**config.mk**
```make
export PLATFORM = sky130hd
export DESIGN_NAME = tree_psum_accumulator_flat
export DESIGN_NICKNAME = d
export VERILOG_FILES = /design/src/rtl/tree_psum_accumulator_pkg.sv /design/src/rtl/tree_psum_accumulator_if.sv /design/src/rtl/tree_psum_accumulator_sat_add.sv /design/src/rtl/tree_psum_accumulator.sv /design/src/flat_wrapper.sv
export SDC_FILE = /design/constraint.sdc
export NUM_CORES = 1
export LEC_CHECK = 0
export CAP_MARGIN = 20
export CORE_MARGIN = 4
export CORE_UTILIZATION = 52
export DETAILED_ROUTE_END_ITERATION = 16
export DONT_BUFFER_PORTS = 1
export GPL_ROUTABILITY_DRIVEN = 1
export PLACE_DENSITY = 0.64
export SYNTH_ARGS = -nofsm -noshare
export SYNTH_HDL_FRONTEND = slang
export SYNTH_SLANG_ARGS = --single-unit
```
**constraint.sdc**
```tcl
create_clock -name clk -period 8.05 [get_ports clk]
set_input_delay 1.61 -clock clk [delete_from_list [all_inputs] [get_ports clk]]
set_output_delay 1.61 -clock clk [all_outputs]
set_load 0.1 [all_outputs]
```
**src/rtl/tree_psum_accumulator_pkg.sv**
```systemverilog
// Shared widths and arithmetic helpers for the DW02_tree partial-sum finisher.
// The helpers work on a 64-bit signed carrier so they stay width-generic.
package tree_acc_pkg;

    localparam int unsigned DEF_IN_W  = 25;
    localparam int unsigned DEF_ACC_W = 32;
    localparam int unsigned DEF_OUT_W = 16;
    localparam int unsigned DEF_SHIFT = 0;
    localparam int unsigned DEF_CNT_W = 8;
    localparam int unsigned MAX_W     = 64;

    typedef logic signed [MAX_W-1:0] wide_t;

    typedef struct packed {
        logic  clamped;
        wide_t val;
    } clamp_res_t;

    // Clamp v into the signed range of a w-bit two's complement value.
    function automatic clamp_res_t sat_clamp(input wide_t v, input int unsigned w);
        wide_t      hi;
        wide_t      lo;
        clamp_res_t res;
        hi          = (wide_t'(1) <<< (w - 1)) - wide_t'(1);
        lo          = -hi - wide_t'(1);
        res.clamped = 1'b0;
        res.val     = v;
        if (v > hi) begin
            res.val     = hi;
            res.clamped = 1'b1;
        end else if (v < lo) begin
            res.val     = lo;
            res.clamped = 1'b1;
        end
        return res;
    endfunction

    // Round half up, then arithmetic shift right by sh.
    function automatic wide_t round_shift(input wide_t v, input int unsigned sh);
        wide_t bias;
        bias = '0;
        if (sh > 0) begin
            bias = wide_t'(1) <<< (sh - 1);
        end
        return (v + bias) >>> sh;
    endfunction

endpackage

```
**src/rtl/tree_psum_accumulator_if.sv**
```systemverilog
// Input beat and result handshake bundle for tree_psum_accumulator.
interface tree_psum_accumulator_if #(
    parameter int unsigned IN_W  = 25,
    parameter int unsigned OUT_W = 16,
    parameter int unsigned CNT_W = 8
);

    logic                    in_valid;
    logic                    in_ready;
    logic                    in_last;
    logic signed [IN_W-1:0]  psum0;
    logic signed [IN_W-1:0]  psum1;
    logic                    out_valid;
    logic                    out_ready;
    logic signed [OUT_W-1:0] out_data;
    logic                    out_sat;
    logic [CNT_W-1:0]        out_beats;

    modport slave (
        input  in_valid, in_last, psum0, psum1, out_ready,
        output in_ready, out_valid, out_data, out_sat, out_beats
    );

    modport master (
        output in_valid, in_last, psum0, psum1, out_ready,
        input  in_ready, out_valid, out_data, out_sat, out_beats
    );

endinterface

```
**src/rtl/tree_psum_accumulator_sat_add.sv**
```systemverilog
// Combinational signed adder that clamps to the W-bit range on overflow.
module tree_psum_sat_add
    import tree_acc_pkg::*;
#(
    parameter int unsigned W = DEF_ACC_W
) (
    input  logic signed [W-1:0] a_i,
    input  logic signed [W-1:0] b_i,
    output logic signed [W-1:0] sum_o,
    output logic                sat_o
);

    logic signed [W-1:0] raw;

    assign raw = a_i + b_i;

    // Overflow only when both operands share a sign the wrapped sum lost.
    always_comb begin
        sat_o = (a_i[W-1] == b_i[W-1]) && (raw[W-1] != a_i[W-1]);
        sum_o = raw;
        if (sat_o) begin
            sum_o = a_i[W-1] ? {1'b1, {(W-1){1'b0}}} : {1'b0, {(W-1){1'b1}}};
        end
    end

endmodule

```
**src/rtl/tree_psum_accumulator.sv**
```systemverilog
// Resolves DW02_tree partial sums, accumulates them per in_last-delimited group
// and emits one rounded, shifted, saturated result per group.
module tree_psum_accumulator
    import tree_acc_pkg::*;
#(
    parameter int unsigned IN_W  = DEF_IN_W,
    parameter int unsigned ACC_W = DEF_ACC_W,
    parameter int unsigned OUT_W = DEF_OUT_W,
    parameter int unsigned SHIFT = DEF_SHIFT,
    parameter int unsigned CNT_W = DEF_CNT_W
) (
    input logic                    clk,
    input logic                    rst,
    tree_psum_accumulator_if.slave bus
);

    localparam int unsigned S1_W = IN_W + 1;

    logic                    en;
    logic                    accept;

    logic signed [S1_W-1:0]  s1_sum_q, s1_sum_d;
    logic                    s1_last_q, s1_last_d;
    logic                    s1_valid_q, s1_valid_d;

    logic signed [ACC_W-1:0] acc_q, acc_d;
    logic                    sat_acc_q, sat_acc_d;
    logic [CNT_W-1:0]        cnt_q, cnt_d;
    logic [CNT_W-1:0]        cnt_inc;

    logic                    out_valid_q, out_valid_d;
    logic signed [OUT_W-1:0] out_data_q, out_data_d;
    logic                    out_sat_q, out_sat_d;
    logic [CNT_W-1:0]        out_beats_q, out_beats_d;

    logic signed [ACC_W-1:0] s1_ext;
    logic signed [ACC_W-1:0] t;
    logic                    add_sat;
    wide_t                   rounded;
    clamp_res_t              oc;
    logic                    unused_hi;

    // A result stuck in the output register freezes the whole pipe.
    assign en     = !(out_valid_q && !bus.out_ready);
    assign accept = bus.in_valid && en;

    assign s1_ext = ACC_W'(s1_sum_q);

    tree_psum_sat_add #(
        .W(ACC_W)
    ) u_sat_add (
        .a_i  (acc_q),
        .b_i  (s1_ext),
        .sum_o(t),
        .sat_o(add_sat)
    );

    assign rounded   = round_shift(wide_t'(t), SHIFT);
    assign oc        = sat_clamp(rounded, OUT_W);
    assign unused_hi = ^oc.val[MAX_W-1:OUT_W];
    assign cnt_inc   = (cnt_q == '1) ? cnt_q : cnt_q + 1'b1;

    always_comb begin
        s1_sum_d    = s1_sum_q;
        s1_last_d   = s1_last_q;
        s1_valid_d  = s1_valid_q;
        acc_d       = acc_q;
        sat_acc_d   = sat_acc_q;
        cnt_d       = cnt_q;
        out_valid_d = out_valid_q;
        out_data_d  = out_data_q;
        out_sat_d   = out_sat_q;
        out_beats_d = out_beats_q;
        if (en) begin
            s1_sum_d   = S1_W'(bus.psum0) + S1_W'(bus.psum1);
            s1_last_d  = bus.in_last;
            s1_valid_d = accept;
            // en with a valid result implies out_ready; a fresh load below wins.
            if (out_valid_q) begin
                out_valid_d = 1'b0;
            end
            if (s1_valid_q) begin
                if (s1_last_q) begin
                    out_data_d  = oc.val[OUT_W-1:0];
                    out_sat_d   = sat_acc_q | add_sat | oc.clamped;
                    out_beats_d = cnt_inc;
                    out_valid_d = 1'b1;
                    acc_d       = '0;
                    sat_acc_d   = 1'b0;
                    cnt_d       = '0;
                end else begin
                    acc_d     = t;
                    sat_acc_d = sat_acc_q | add_sat;
                    cnt_d     = cnt_inc;
                end
            end
        end
    end

    always_ff @(posedge clk) begin
        if (rst) begin
            s1_sum_q    <= '0;
            s1_last_q   <= 1'b0;
            s1_valid_q  <= 1'b0;
            acc_q       <= '0;
            sat_acc_q   <= 1'b0;
            cnt_q       <= '0;
            out_valid_q <= 1'b0;
            out_data_q  <= '0;
            out_sat_q   <= 1'b0;
            out_beats_q <= '0;
        end else begin
            s1_sum_q    <= s1_sum_d;
            s1_last_q   <= s1_last_d;
            s1_valid_q  <= s1_valid_d;
            acc_q       <= acc_d;
            sat_acc_q   <= sat_acc_d;
            cnt_q       <= cnt_d;
            out_valid_q <= out_valid_d;
            out_data_q  <= out_data_d;
            out_sat_q   <= out_sat_d;
            out_beats_q <= out_beats_d;
        end
    end

    assign bus.in_ready  = en;
    assign bus.out_valid = out_valid_q;
    assign bus.out_data  = out_data_q;
    assign bus.out_sat   = out_sat_q;
    assign bus.out_beats = out_beats_q;

endmodule

```
**src/flat_wrapper.sv**
```systemverilog
// flat-port wrapper written by rule: the top's interface ports become plain ports
module tree_psum_accumulator_flat import tree_acc_pkg::*;
#(
    parameter int unsigned IN_W  = DEF_IN_W,
    parameter int unsigned ACC_W = DEF_ACC_W,
    parameter int unsigned OUT_W = DEF_OUT_W,
    parameter int unsigned SHIFT = DEF_SHIFT,
    parameter int unsigned CNT_W = DEF_CNT_W
)
  (clk, rst, bus_in_valid, bus_in_last, bus_psum0, bus_psum1, bus_out_ready, bus_in_ready, bus_out_valid, bus_out_data, bus_out_sat, bus_out_beats);
  tree_psum_accumulator_if #(.IN_W(IN_W), .OUT_W(OUT_W), .CNT_W(CNT_W)) bus_i ();
  input logic clk;
  input logic rst;
  input wire logic [$bits(bus_i.in_valid)-1:0] bus_in_valid;
  input wire logic [$bits(bus_i.in_last)-1:0] bus_in_last;
  input wire logic [$bits(bus_i.psum0)-1:0] bus_psum0;
  input wire logic [$bits(bus_i.psum1)-1:0] bus_psum1;
  input wire logic [$bits(bus_i.out_ready)-1:0] bus_out_ready;
  output wire logic [$bits(bus_i.in_ready)-1:0] bus_in_ready;
  output wire logic [$bits(bus_i.out_valid)-1:0] bus_out_valid;
  output wire logic [$bits(bus_i.out_data)-1:0] bus_out_data;
  output wire logic [$bits(bus_i.out_sat)-1:0] bus_out_sat;
  output wire logic [$bits(bus_i.out_beats)-1:0] bus_out_beats;
  assign bus_i.in_valid = bus_in_valid;
  assign bus_i.in_last = bus_in_last;
  assign bus_i.psum0 = bus_psum0;
  assign bus_i.psum1 = bus_psum1;
  assign bus_i.out_ready = bus_out_ready;
  assign bus_in_ready = bus_i.in_ready;
  assign bus_out_valid = bus_i.out_valid;
  assign bus_out_data = bus_i.out_data;
  assign bus_out_sat = bus_i.out_sat;
  assign bus_out_beats = bus_i.out_beats;
  tree_psum_accumulator #(.IN_W(IN_W), .ACC_W(ACC_W), .OUT_W(OUT_W), .SHIFT(SHIFT), .CNT_W(CNT_W)) u_core (.clk(clk), .rst(rst), .bus(bus_i));
endmodule
```
# Yosys cells after proc, flatten, opt, wreduce, memory -nomap -nowiden

Cells that the tools add are included.

Input bits: 55
Register bits: 95
Output and inout port bits: 27
Word-level logic and storage cells: 38

Add/sub/neg operators: 3
Reduce and logical (&&, ||, !) cells: 7
Order comparisons: 2
Muxes and demuxes: 10
Equality and inequality tests: 3
Bitwise operators: 3

Operators by type and width:

| operator                                                                           | count |
|---|---|
| 65-bit 2-to-1 mux                                                                  | 2 |
| 32-bit 2-to-1 mux                                                                  | 3 |
| 32-bit by 26-bit adder with 32-bit output                                          | 1 |
| 32-bit by 16-bit greater-than comparator with 1-bit output (second input constant) | 1 |
| 32-bit by 16-bit less-than comparator with 1-bit output (second input constant)    | 1 |
| 25-bit by 25-bit adder with 26-bit output                                          | 1 |
| 8-bit 2-to-1 mux                                                                   | 2 |
| 8-bit by 1-bit adder with 8-bit output (second input constant)                     | 1 |
| 8-bit == test (second input constant)                                              | 1 |
| 1-bit logical AND                                                                  | 3 |
| 1-bit 2-to-1 mux                                                                   | 3 |
| 3-bit AND reduction                                                                | 1 |
| 1-bit logical NOT                                                                  | 2 |
| 1-bit bitwise OR                                                                   | 2 |
| 2-bit AND reduction                                                                | 1 |
| 1-bit == test                                                                      | 1 |
| 1-bit != test                                                                      | 1 |
| 1-bit inverter                                                                     | 1 |

# Logic depth before layout (Yosys ltp)

Depth after elaboration: 8
Mapped depth: 22
Depth with buffers taken out: 19

# Hierarchy

From an unflattened synthesis, not the netlist that was laid out.

Cells, all modules: 896
Area, all modules: 6819.0 µm²

Modules (own cells, without submodules):

| module                | cells each | area an instance (µm²) | instances | sequential area each (µm²) |
|---|---|---|---|---|
| tree_psum_accumulator | 631        | 4997.3                 | 1         | 1901.8 |
| tree_psum_sat_add     | 265        | 1821.7                 | 1         | 0.0 |

# Worst setup path before layout

OpenSTA, ideal clock, no wires.

Path kind: reg2reg
Start: register u_core.acc_q[7]
End: register u_core.out_sat_q, in the netlist u_core.bus.out_sat
Setup slack: 2.878 ns
Cell stages (with the launch flop): 20
Period minus slack after synthesis: 5.172 ns
Data arrival time: 5.047 ns
Library setup time: 0.125 ns
Data required time: 7.925 ns
Buffers on the path: 1
Cell sequence: dfxtp_1 ha_1 a21o_1 a221oi_1 o21a_1 o21a_1 o21ai_1 o41a_1 a21o_1 a21o_1 fa_1 or3_1 clkbuf_1 and2_1 mux2i_1 nand3_1 or3_1 or4_4 o22a_1 o41a_1

Longest elaborated chain between the ends: 8
Elaborated cells on any way between the ends: 10
Classes of those cells: 1 x add/sub; 2 x order compare; 1 x eq/ne; 3 x mux; 2 x bitwise; 1 x reduce/logical

RTL lines:

| element                                                 | line                                | source |
|---|---|---|
| start, declared                                         | tree_psum_accumulator.sv:26         | `logic signed [ACC_W-1:0] acc_q, acc_d;` |
| start signal, assigned                                  | tree_psum_accumulator.sv:105        | `acc_q <= '0;` |
| start signal, assigned                                  | tree_psum_accumulator.sv:116        | `acc_q <= acc_d;` |
| 32-bit by 26-bit adder with 32-bit output (*)           | tree_psum_accumulator_sat_add.sv:15 | `assign raw = a_i + b_i;` |
| 1-bit != test                                           | tree_psum_accumulator_sat_add.sv:19 | `sat_o = (a_i[W-1] == b_i[W-1]) && (raw[W-1] != a_i[W-1]);` |
| 1-bit logical AND                                       | tree_psum_accumulator_sat_add.sv:19 |  |
| 32-bit 2-to-1 mux                                       | tree_psum_accumulator_sat_add.sv:21 | `if (sat_o) begin` |
| 32-bit by 16-bit less-than comparator with 1-bit output | tree_psum_accumulator_pkg.sv:31     | `end else if (v < lo) begin` |
| 65-bit 2-to-1 mux                                       | tree_psum_accumulator_pkg.sv:31     |  |
| 65-bit 2-to-1 mux                                       | tree_psum_accumulator_pkg.sv:28     | `if (v > hi) begin` |
| 1-bit bitwise OR (*)                                    | tree_psum_accumulator.sv:85         | `out_sat_d = sat_acc_q \| add_sat \| oc.clamped;` |
| end signal, assigned                                    | tree_psum_accumulator.sv:121        | `out_sat_q <= out_sat_d;` |
| end, declared                                           | tree_psum_accumulator.sv:33         | `logic out_sat_q, out_sat_d;` |

Mark *: on every way between the ends. The rest lies on a longest branch, timed or not.
A chain may end at the register's enable or synchronous reset.

# Worst setup path after layout

Start: register u_core.acc_q[22]
End: register u_core.out_data_q[9], in the netlist u_core.bus.out_data[9]

Longest elaborated chain between the ends: 7
Elaborated cells on any way between the ends: 8
Classes of those cells: 1 x add/sub; 2 x order compare; 1 x eq/ne; 3 x mux; 1 x reduce/logical

RTL lines:

| element                                                 | line                                | source |
|---|---|---|
| 32-bit by 26-bit adder with 32-bit output (*)           | tree_psum_accumulator_sat_add.sv:15 |  |
| 1-bit != test                                           | tree_psum_accumulator_sat_add.sv:19 |  |
| 1-bit logical AND                                       | tree_psum_accumulator_sat_add.sv:19 |  |
| 32-bit 2-to-1 mux (*)                                   | tree_psum_accumulator_sat_add.sv:21 |  |
| 32-bit by 16-bit less-than comparator with 1-bit output | tree_psum_accumulator_pkg.sv:31     |  |
| 65-bit 2-to-1 mux                                       | tree_psum_accumulator_pkg.sv:31     |  |
| 65-bit 2-to-1 mux (*)                                   | tree_psum_accumulator_pkg.sv:28     |  |
| end signal, assigned                                    | tree_psum_accumulator.sv:120        | `out_data_q <= out_data_d;` |
| end, declared                                           | tree_psum_accumulator.sv:32         | `logic signed [OUT_W-1:0] out_data_q, out_data_d;` |

Marks and branches as above.

==> flow_metrics.py <==
metrics = {
    "run_status": {
        "outcome": "complete, no violations",
    },
    "power": {
        "power_frac_comb_pct": 28.5,
        "p_sw_uw": 563.2,
        "p_total_mw": 1.479,
        "p_int_uw": 915.7,
        "clkPwrFrac_pct": 30.2,
        "vdd.ir_drop.worst_mv": 0.1023,
        "leakage_nw": 2.977,
        "pwr-share-seq_pct": 41.3,
        "swShare_pct": 38.08,
        "powerDensity_mw_per_mm2": 198.0,
    },
    "synthesis": {
        "synth_seq_area_share_pct": 26.93,
        "synth_edf_count": 0,
        "yosysWarnings": 0,
        "ys_ff_latch": 95,
        "syn_nets": 1048,
        "avgSynthCellArea_um2": 7.570,
        "synthTopCellsByArea": "dfxtp_1, ha_1, a21oi_1, nor2_1, nand2_1",
        "synth_cell_types": 71,
        "synth_area_mm2": 0.007063,
        "ys.flop_type": "dfxtp_1",
        "synth_top_area_cell": "dfxtp_1",
        "synthesis.instances": 933,
        "synth-async-reset-ratio_pct": 0,
        "synth.top_cell.area_share_pct": 26.93,
    },
    "setup_path": {
        "crit_arrival_ns": 6.35,
        "startpoint_type": "register",
        "cp.required_ns": 8.26,
        "end_kind": "register",
        "critPathMaxFanout": 16,
        "critPathKind": "reg2reg",
    },
    "placed_design": {
        "dpl.hpwl_mm": 15.66,
        "placed_area_mm2": 0.007137,
        "dp_slack_ns": 1.886,
        "gp_congestion": 0.9143,
        "port_buffers": 0,
    },
    "layout": {
        "insertedDiodeCount": 0,
        "fin_nets": 1012,
        "num-fill-cells": 1309,
        "syn_to_final_growth_pct": 5.722,
        "fin_util_pct": 56.16,
        "design_area_mm2": 0.007467,
        "drive_gt1_share_pct": 4.989,
    },
    "timing": {
        "setup_viol": 0,
        "hold_violations": 0,
        "drv_slew": 0,
        "fin_skew_ns": 0.01037,
        "fin_crit_sh_pct": 76.19,
        "max_slew.worst_pin.slew_ns": 1.126,
        "maxSlewHeadroom_pct": 24.82,
        "fmax_mhz": 163.0,
        "tns_ns": 0,
        "rsz0062_at_grt": "no",
        "period_minus_slack_ns": 6.134,
        "fin_ws_ns": 1.916,
    },
    "grt": {
        "grt_pass1_vias": 6659,
        "grt_first_pass_wirelength_mm": 35.00,
        "grt_overflow_total": 0,
        "grt_max_degree": 89,
        "grt_antenna_before_repair": 0,
        "grt_usage_pct": 27.44,
    },
    "clocking": {
        "ctsHoldBuffers": 0,
        "clockRootBuffer": "clkbuf_16",
        "cts.sinks": 95,
        "cts_resized": 0,
        "h-tree-depth": 3,
        "ctsLongestPathBuffers": 2,
        "postCtsSetupRepairBufs": 0,
        "cts_buffers": 9,
        "clkTransAtPathRegs_ns": 0.07,
        "clkLatencyLatePin_ns": 0.36,
        "tritoncts": "yes",
    },
    "floorplan": {
        "ios": 82,
        "dieArea_mm2": 0.01551,
        "rows": 42,
        "coreArea_mm2": 0.01330,
        "die_w_um": 124.5,
        "start_util_pct": 53.12,
        "die_h_um": 124.5,
    },
    "route": {
        "wl_per_cell_um": 19.81,
        "antenna_left": 0,
        "drt_iter0_drc": 519,
        "vias_per_cell": 6.482,
        "num_vias": 6988,
        "first_pass_iters": 5,
        "routed_wirelength_mm": 21.35,
        "drc_errors": 0,
    },
    "flow_run": {
        "maxCapViolCount": 0,
    },
    "worst_hold_path": {
        "hp-class": "reg2reg",
    },
}
==> sequential cells by signal, indices dropped and copies added, names as in the netlist, 8 cells and up <==
name / cells
u_core.bus.out_data: 16
u_core.cnt_q: 8
u_core.acc_q: 32
u_core.s1_sum_q: 26
u_core.bus.out_beats: 8
==> metrics by stage <==
step / hold slack [ns] / instances
4_1_cts: 0.4561 / 1077
3_3_place_gp: 0.4394 / 1061
5_1_grt: 0.4795 / 1078
2_1_floorplan: 0.4355 / 933
6_report: 0.4545 / 1078
3_5_place_dp: 0.4459 / 1061
==> metal layers <==
layer	up-vias	share of wire (%)	track usage, %
met5	-	0	0
met4	0	2.1	8.897
met3	33	6.5	4.717
met2	229	44	41.79
met1	3327	47	39.39
li1	3399	-	-
==> cells by family (layout without fill, tap and decap cells) <==
group | after synthesis | count (layout) | share of synthesized area (%)
fa+ha+maj | 60 | 60 | 10.95
compound gates | 338 | 338 | 31.20
buf+inv | 78 | 47 | 4.234
simple gates | 323 | 323 | 21.75
flops | 95 | 95 | 26.93
xor+xnor | 34 | 34 | 4.216
mux | 5 | 5 | 0.7263
==> worst max-delay path, stage by stage (launching register included) <==
cell and delay (ns):
dfxtp_1 0.32, ha_1 0.44, a21oi_1 0.18, o21ai_1 0.12
a31oi_1 0.50, o22a_1 0.20, o21ai_1 0.09, o41a_1 0.41
a21o_1 0.19, a21o_1 0.18, fa_1 0.49, or3_1 0.61
and2_1 0.28, mux2i_1 0.26, nand3_1 0.11, or3_1 0.32
or4_4 0.54, nor2_2 0.54, o32ai_1 0.19
==> path summary, 6_finish.rpt <==
path / from / endpoint / slack (ns) / cells past startpoint
worst max-delay path: u_core.acc_q[22] / u_core.bus.out_data[9] / 1.92 / 18
worst min-delay path: u_core.acc_q[29] / u_core.acc_q[29] / 0.45 / 2
worst max register to register: u_core.acc_q[22] / u_core.bus.out_data[9] / 1.92 / 18
worst min register to register: u_core.acc_q[29] / u_core.acc_q[29] / 0.45 / 2
==> final cells by class <==
cell class / count / area [um2] / share of cell area (%)
clock inverter: 7 / 77.57 / 1.039
timing repair buffer: 9 / 87.58 / 1.173
multi-input combinational: 760 / 4872 / 65.25
inverter: 22 / 82.58 / 1.106
tap: 176 / 220.2 / 2.949
clock buffer: 9 / 225.2 / 3.016
sequential: 95 / 1902 / 25.47
==> synthesized netlist by cell type, types with 6 or more instances <==
| master | instances |
|---|---|
| o31ai_1 | 6 |
| o32ai_1 | 8 |
| a31oi_1 | 15 |
| and3_1 | 13 |
| ha_1 | 57 |
| clkbuf_1 | 46 |
| nand2b_1 | 8 |
| or3_1 | 10 |
| nand4_1 | 11 |
| a21o_1 | 20 |
| nor2b_1 | 6 |
| and2_1 | 7 |
| nand2_1 | 94 |
| inv_1 | 22 |
| nor2_1 | 100 |
| o211ai_1 | 16 |
| dfxtp_1 | 95 |
| nand3_1 | 23 |
| o21ai_0 | 49 |
| xnor2_1 | 19 |
| o22ai_1 | 7 |
| a211oi_1 | 8 |
| o21a_1 | 10 |
| xor2_1 | 15 |
| a21oi_1 | 113 |
| o21bai_1 | 9 |
| nor3_1 | 24 |
| a22oi_1 | 26 |
==> cells in the final DEF, fill, tap and decap left out, types with 16 or more instances in the layout <==
master / instances
a21oi_1: 113
nor2_1: 99
dfxtp_1: 95
nand2_1: 94
ha_1: 57
o21ai_0: 49
a22oi_1: 26
nand3_1: 23
nor3_1: 23
inv_1: 21
a21o_1: 20
xnor2_1: 19
o211ai_1: 16
==> power by group through the flow <==
stage | registers, mW | clock network [mW] | logic [mW]
after floorplan | 0.606 | 0 | 0.321
after global placement | 0.620 | 0 | 0.402
after detailed placement | 0.621 | 0 | 0.408
after CTS | 0.611 | 0.456 | 0.411
after global routing | 0.615 | 0.480 | 0.470
final | 0.611 | 0.446 | 0.421
Power figures use the tool's default switching activity.
